===== src/rtl/wb_port_arbiter.sv =====
// Register-file write-port arbiter: ALU/load write-back vs. multiply/divide unit, with bounded MDU wait.
// Optional build macro WB_ARB_ZERO_FILTER_EN suppresses rf_we for writes to register 0.
module wb_port_arbiter #(
    parameter int unsigned MAX_WAIT    = 4,
    parameter int unsigned STALL_CNT_W = 16
) (
    input  logic                   clk,
    input  logic                   rst_n,
    input  logic [4:0]             instruction_20_16,
    input  logic [4:0]             instruction_15_11,
    input  logic                   RegDst,
    input  logic                   alu_we,
    input  logic [31:0]            alu_wdata,
    input  logic                   mdu_valid,
    input  logic [4:0]             mdu_rd,
    input  logic [31:0]            mdu_wdata,
    output logic                   mdu_ready,
    output logic                   stall,
    output logic                   rf_we,
    output logic [4:0]             rf_waddr,
    output logic [31:0]            rf_wdata,
    output logic [STALL_CNT_W-1:0] stall_cnt
);

    typedef enum logic {
        NORMAL,
        FORCE
    } arb_state_e;

    localparam logic [7:0] MAX_WAIT_C = 8'(MAX_WAIT);

    arb_state_e             arb_state;
    logic [4:0]             alu_rd;
    logic                   grant_alu;
    logic                   grant_mdu;

    logic [7:0]             wait_cnt_q,  wait_cnt_d;
    logic                   rf_we_q,     rf_we_d;
    logic [4:0]             rf_waddr_q,  rf_waddr_d;
    logic [31:0]            rf_wdata_q,  rf_wdata_d;
    logic [STALL_CNT_W-1:0] stall_cnt_q, stall_cnt_d;

    always_comb begin
        // NOTE: every signal gets a default before any branch so no latch is inferred.
        // A non-1 RegDst (including X/Z in simulation) selects rt.
        alu_rd      = (RegDst === 1'b1) ? instruction_15_11 : instruction_20_16;
        arb_state   = NORMAL;
        grant_alu   = 1'b0;
        grant_mdu   = 1'b0;
        stall       = 1'b0;
        wait_cnt_d  = 8'd0;
        rf_we_d     = 1'b0;
        rf_waddr_d  = rf_waddr_q;
        rf_wdata_d  = rf_wdata_q;
        stall_cnt_d = stall_cnt_q;

        // FORCE is a pure decode of the wait counter, not a stored state.
        if (mdu_valid && alu_we && (wait_cnt_q == MAX_WAIT_C)) begin
            arb_state = FORCE;
        end

        if (rst_n) begin
            case (arb_state)
                NORMAL: begin
                    if (alu_we) begin
                        grant_alu = 1'b1;
                        if (mdu_valid) begin
                            wait_cnt_d = wait_cnt_q + 8'd1;
                        end
                    end else if (mdu_valid) begin
                        grant_mdu = 1'b1;
                    end
                end
                FORCE: begin
                    grant_mdu = 1'b1;
                    stall     = 1'b1;
                end
                default: ;
            endcase
        end

        if (grant_alu) begin
            rf_we_d    = 1'b1;
            rf_waddr_d = alu_rd;
            rf_wdata_d = alu_wdata;
        end else if (grant_mdu) begin
            rf_we_d    = 1'b1;
            rf_waddr_d = mdu_rd;
            rf_wdata_d = mdu_wdata;
        end

`ifdef WB_ARB_ZERO_FILTER_EN
        // Handshake completes normally; only the enable to the register file is dropped.
        rf_we_d = rf_we_d && (rf_waddr_d != 5'd0);
`else
        rf_we_d = rf_we_d;
`endif

        if (stall && (stall_cnt_q != {STALL_CNT_W{1'b1}})) begin
            stall_cnt_d = stall_cnt_q + STALL_CNT_W'(1);
        end
    end

    assign mdu_ready = grant_mdu;

    // NOTE: state flops use non-blocking assignments so all registers update together on the edge.
    always_ff @(posedge clk) begin
        if (!rst_n) begin
            wait_cnt_q  <= 8'd0;
            rf_we_q     <= 1'b0;
            rf_waddr_q  <= 5'd0;
            rf_wdata_q  <= 32'd0;
            stall_cnt_q <= '0;
        end else begin
            wait_cnt_q  <= wait_cnt_d;
            rf_we_q     <= rf_we_d;
            rf_waddr_q  <= rf_waddr_d;
            rf_wdata_q  <= rf_wdata_d;
            stall_cnt_q <= stall_cnt_d;
        end
    end

    assign rf_we     = rf_we_q;
    assign rf_waddr  = rf_waddr_q;
    assign rf_wdata  = rf_wdata_q;
    assign stall_cnt = stall_cnt_q;

endmodule

===== config.mk =====
export PLATFORM = sky130hd
export DESIGN_NAME = wb_port_arbiter
export DESIGN_NICKNAME = d
export VERILOG_FILES = /design/src/rtl/wb_port_arbiter.sv
export SDC_FILE = /design/constraint.sdc
export NUM_CORES = 1
export LEC_CHECK = 0
export CAP_MARGIN = 20
export CELL_PAD_IN_SITES_DETAIL_PLACEMENT = 0
export CELL_PAD_IN_SITES_GLOBAL_PLACEMENT = 1
export CORE_ASPECT_RATIO = 1.4
export CORE_UTILIZATION = 29
export DETAILED_ROUTE_END_ITERATION = 8
export PLACE_DENSITY_LB_ADDON = 0.25
export REMOVE_ABC_BUFFERS = 1
export SYNTH_ARGS = -nofsm -noshare
export SYNTH_HDL_FRONTEND = slang
export SYNTH_SLANG_ARGS = --single-unit

===== constraint.sdc =====
create_clock -name clk -period 2.34 [get_ports clk]
set_input_delay 0.585 -clock clk [delete_from_list [all_inputs] [get_ports clk]]
set_output_delay 0.585 -clock clk [all_outputs]
set_load 0.005 [all_outputs]

* Yosys cells after proc, flatten, opt, wreduce, memory -nomap -nowiden
Cells that the tools add are included.
** Operators by class
- $add $sub $neg :: 2
- Equality and inequality tests :: 3
- Muxes and demuxes :: 17
- Bitwise gates (word level) :: 4
- Reductions and logical operators :: 5
** Operator list (count)
- $mux W32 :: 2
- $add A16 B1 Y16 const B :: 1
- $ne A16 B16 Y1 const B :: 1
- $mux W5 :: 3
- $mux W1 :: 11
- $add A8 B1 Y8 const B :: 1
- $eq A8 B3 Y1 const B :: 1
- $not A1 Y1 :: 4
- $reduce_or A4 Y1 :: 1
- $logic_and A1 B1 Y1 :: 3
- $pmux W1 S2 :: 1
- $reduce_bool A2 Y1 :: 1
- $eqx A1 B1 Y1 const B :: 1
** Storage, ports and cells
- Register bits :: 62
- Output and inout port bits :: 56
- Logic and storage cells :: 36

* Longest topological paths before layout
- Word-level depth :: 8
- Depth in mapped cells :: 8
- Depth with buffers taken out :: 6

* Worst setup path before layout
No wires, ideal clock.
- Path type :: input to output
- Start :: in rst_n
- End :: out mdu_ready
- Arrival :: 1.340 ns
- Slack :: 0.415 ns
- Cell stages on the path :: 4
- Buffers on the path :: 2
- Cells stage by stage :: clkbuf_1 > clkbuf_1 > inv_1 > a21oi_1
** Between the ends
- Word-level cells in the longest chain between the ends :: 1
** Ends and longest elaborated chain
- start: declaration :: line 8 : input logic rst_n,
- $mux W1 :: line 62 : if (rst_n) begin
- end: declaration :: line 17 : output logic mdu_ready,
No other way between the ends.

* Worst setup path after layout
- Start :: reg wait_cnt_q[0]
- End :: out mdu_ready
** Between the ends
- Word-level cells in the longest chain between the ends :: 6
** Ends and longest elaborated chain
- start: declaration :: line 37 : logic [7:0] wait_cnt_q, wait_cnt_d;
- start signal: assignment :: line 115 : wait_cnt_q <= wait_cnt_d;
- $eq A8 B3 Y1 * :: line 58 : if (mdu_valid && alu_we && (wait_cnt_q == MAX_WAIT_C)) begin
- $logic_and A1 B1 Y1 * :: line 58
- $mux W1 * :: line 58
- $not A1 Y1
- $pmux W1 S2 * :: line 63 : case (arb_state)
- $mux W1 * :: line 62
Mark *: on every way between the ends. The rest lies on a longest branch, timed or not.

==> flow_summary.toml <==
[detailed_routing]
drc_errors = 0
first_iter_violations = 81
viasPerCell = 4.76
ant_nets = 0
drt_wl_total_um = 8300
dr.pass1.iters = 4
routed-via-count = 2897
wire_per_inst_um = 13.6

[power_and_ir_drop]
p_leak_nw = 1.79
cellPowerDensity_mw_per_mm2 = 572
peakVddDrop_mv = 0.419

[floorplanning]
core-area_mm2 = 0.00990
die_w_um = 87.3
start_util_pct = 29.8
core.rowCount = 43
ioPinCount = 140
die-height_um = 121
fp.dieArea_mm2 = 0.0106

[timing]
setup_tns_ns = 0
fin_crit_ns = 2.16
fmax_mhz = 463
slew_violations = 0
worst_pin_slew_ns = 0.605
maxSlewHeadroom_pct = 59.7
rsz0062_at_grt = "no"
hold_viol_final = 0
hold_slack_ns = 0.464
skew_ns = 0.00338
setup_violations = 0
fin_crit_sh_pct = 92.3

[clocking]
cts_root_buffer = "clkbuf_16"
cts.path.max_buffers = 2
htreeDepth = 3
ctsHoldBuffers = 0
clock_latency_ns = 0.32
numCtsBuffers = 9
cts_tree = "done"
clkSinkCount = 62
clk_pin_slew_ns = 0.05

[synthesis]
synth_compound_area_share_pct = 16.1
synthXorXnorAreaFrac_pct = 1.78
syn_area_per_cell_um2 = 9.03
synthSimpleGateAreaFrac_pct = 15.5
yosys-top-cells-count = "dfxtp_1, mux2i_1, o21ai_0, a21oi_1, nand2_1"
yosysWarnings = 0
synthArstFlopShare_pct = 0
yosys.area.top_type = "dfxtp_1"
synthTopCellsByArea = "dfxtp_1, mux2i_1, o21ai_0"
ys_types = 31
synthAdderAreaFrac_pct = 1.27
synth_edf_count = 0
synth_top_area_share_pct = 42.0
syn-cell-area_mm2 = 0.00295
synth_seq_cells = 62
synth_ff_type = "dfxtp_1"
synthMuxAreaShare_pct = 19.2
synth_top_family_by_area = "multiplexers"
ys_seq_area_share_pct = 42.0
yosysMostFrequentCell = "dfxtp_1"
postSynthCellCount = 327

[cells_and_area]
nFillCells = 963
antenna_cells = 0
drive_gt1_share_pct = 8.65
nets = 557
area_growth_pct = 64.2

[critical_path]
required_ns = 1.75
worstPathCellList = "inv_1, ha_1, and4b_1, buf_4, nand3_1, a21oi_2, clkbuf_2"
worstSetupEndpointType = "output port"
crit_family = "flip-flops"
critPathSlowestCell = "dfxtp_2"
crit_buf_inv = 3
worstPathMaxFanout = 6
cp-start-kind = "flop"
path_class = "flop to output port"
worstPathArrival_ns = 1.57
max_stage_delay_ns = 0.34

[global_routing]
grt_overflow = 0
grt_start_max_net_pins = 66
grt_pass1_wl_um = 13500
grt_antenna_before_repair = 0
grt_pass1_vias = 2830
track_usage_pct = 16.7

[hold_path]
hp-class = "flop to flop"

[placement]
place_congestion = 0.730
port_buffers = 139
hpwl_um = 5920

[run_status]
status = "completed"

[run]
maxCapViolCount = 0
==> cell families after synthesis <==
group	Yosys count
buffers and inverters	29
adders and majority gates	3
muxes	56
xor gates and xnor gates	6
DFF	62
and+or+nand+nor	83
AOI/OAI and AO/OA	88
==> layer usage <==
metal	share of wire, %	vias up	GRT usage [%]
met5	0	-	0
met4	1.6	0	5.53
met3	13	11	10.1
met2	44	120	25.1
met1	41	1295	19.3
li1	-	1471	-
==> worst paths after layout <==
check / cells past startpoint / start / slack (ns) / end
setup / recovery: 7 / wait_cnt_q[0]$_SDFF_PP0_ / 0.18 / mdu_ready
hold / removal: 1 / wait_cnt_q[0]$_SDFF_PP0_ / 0.46 / wait_cnt_q[0]$_SDFF_PP0_
setup reg to reg: 9 / wait_cnt_q[0]$_SDFF_PP0_ / 0.38 / rf_wdata[19]$_SDFFE_PN0P_
hold reg to reg: 1 / wait_cnt_q[0]$_SDFF_PP0_ / 0.46 / wait_cnt_q[0]$_SDFF_PP0_
==> layout by cell type, fill, tap and decap left out, types with 3 or more instances in the layout <==
cell type          n
a21oi_1           36
xor2_1             5
nand2b_1          11
a211oi_1          10
nand2_1           23
clkbuf_1           3
buf_12             3
clkbuf_16          9
mux2_2             5
mux2i_1           51
ha_1               3
nand4_1            4
buf_4             11
o21ai_0           38
nand3_1           18
dfxtp_1           60
inv_1              8
nor2_1             7
and3_1             6
clkdlybuf4s50_1  134
==> area by class of cell <==
type	instances	area [µm²]	share of cell area, %
sequential	62	1240	25.6
clock buffer	14	264	5.44
inverter	8	30.0	0.619
timing repair buffer	153	1520	31.4
tap	135	169	3.48
multi-input combinational	236	1610	33.3
clock inverter	1	5.00	0.103
==> registers in the layout, summed over array words and instances, names as in the netlist <==
signal and cells:
rf_wdata 32, stall_cnt 16, wait_cnt_q 8, rf_waddr 5, rf_we 1
==> where the power goes <==
| group | switching [mW] | internal [mW] | total [mW] |
|---|---|---|---|
| clock | 0.432 | 0.766 | 1.20 |
| sequential | 0.0255 | 1.11 | 1.14 |
| combinational | 0.154 | 0.283 | 0.437 |
| total | 0.612 | 2.16 | 2.77 |
==> stage by stage <==
| stage | cell area, µm² | worst slack, ns | util [%] | power [mW] | instances |
|---|---|---|---|---|---|
| finish | 4850 | 0.180 | 49.0 | 2.77 | 609 |
| global route | 4850 | 0.0593 | 49.0 | 2.92 | 609 |
| CTS | 4850 | 0.000148 | 49.0 | 2.83 | 609 |
| detailed placement | 4560 | -0.381 | 46.1 | 1.60 | 593 |
| global placement | 4560 | -0.346 | 46.1 | 1.60 | 593 |
| floorplan | 2860 | -1.81 | - | 1.29 | 306 |
==> timing repair <==
action	in CTS	in global routing
setup endpoints to repair	2	2
buffers inserted	1	0
pin swaps	3	0
gates resized for setup	6	5
hold endpoints to repair	0	0
No activity file was read; power rests on OpenSTA's default activity.
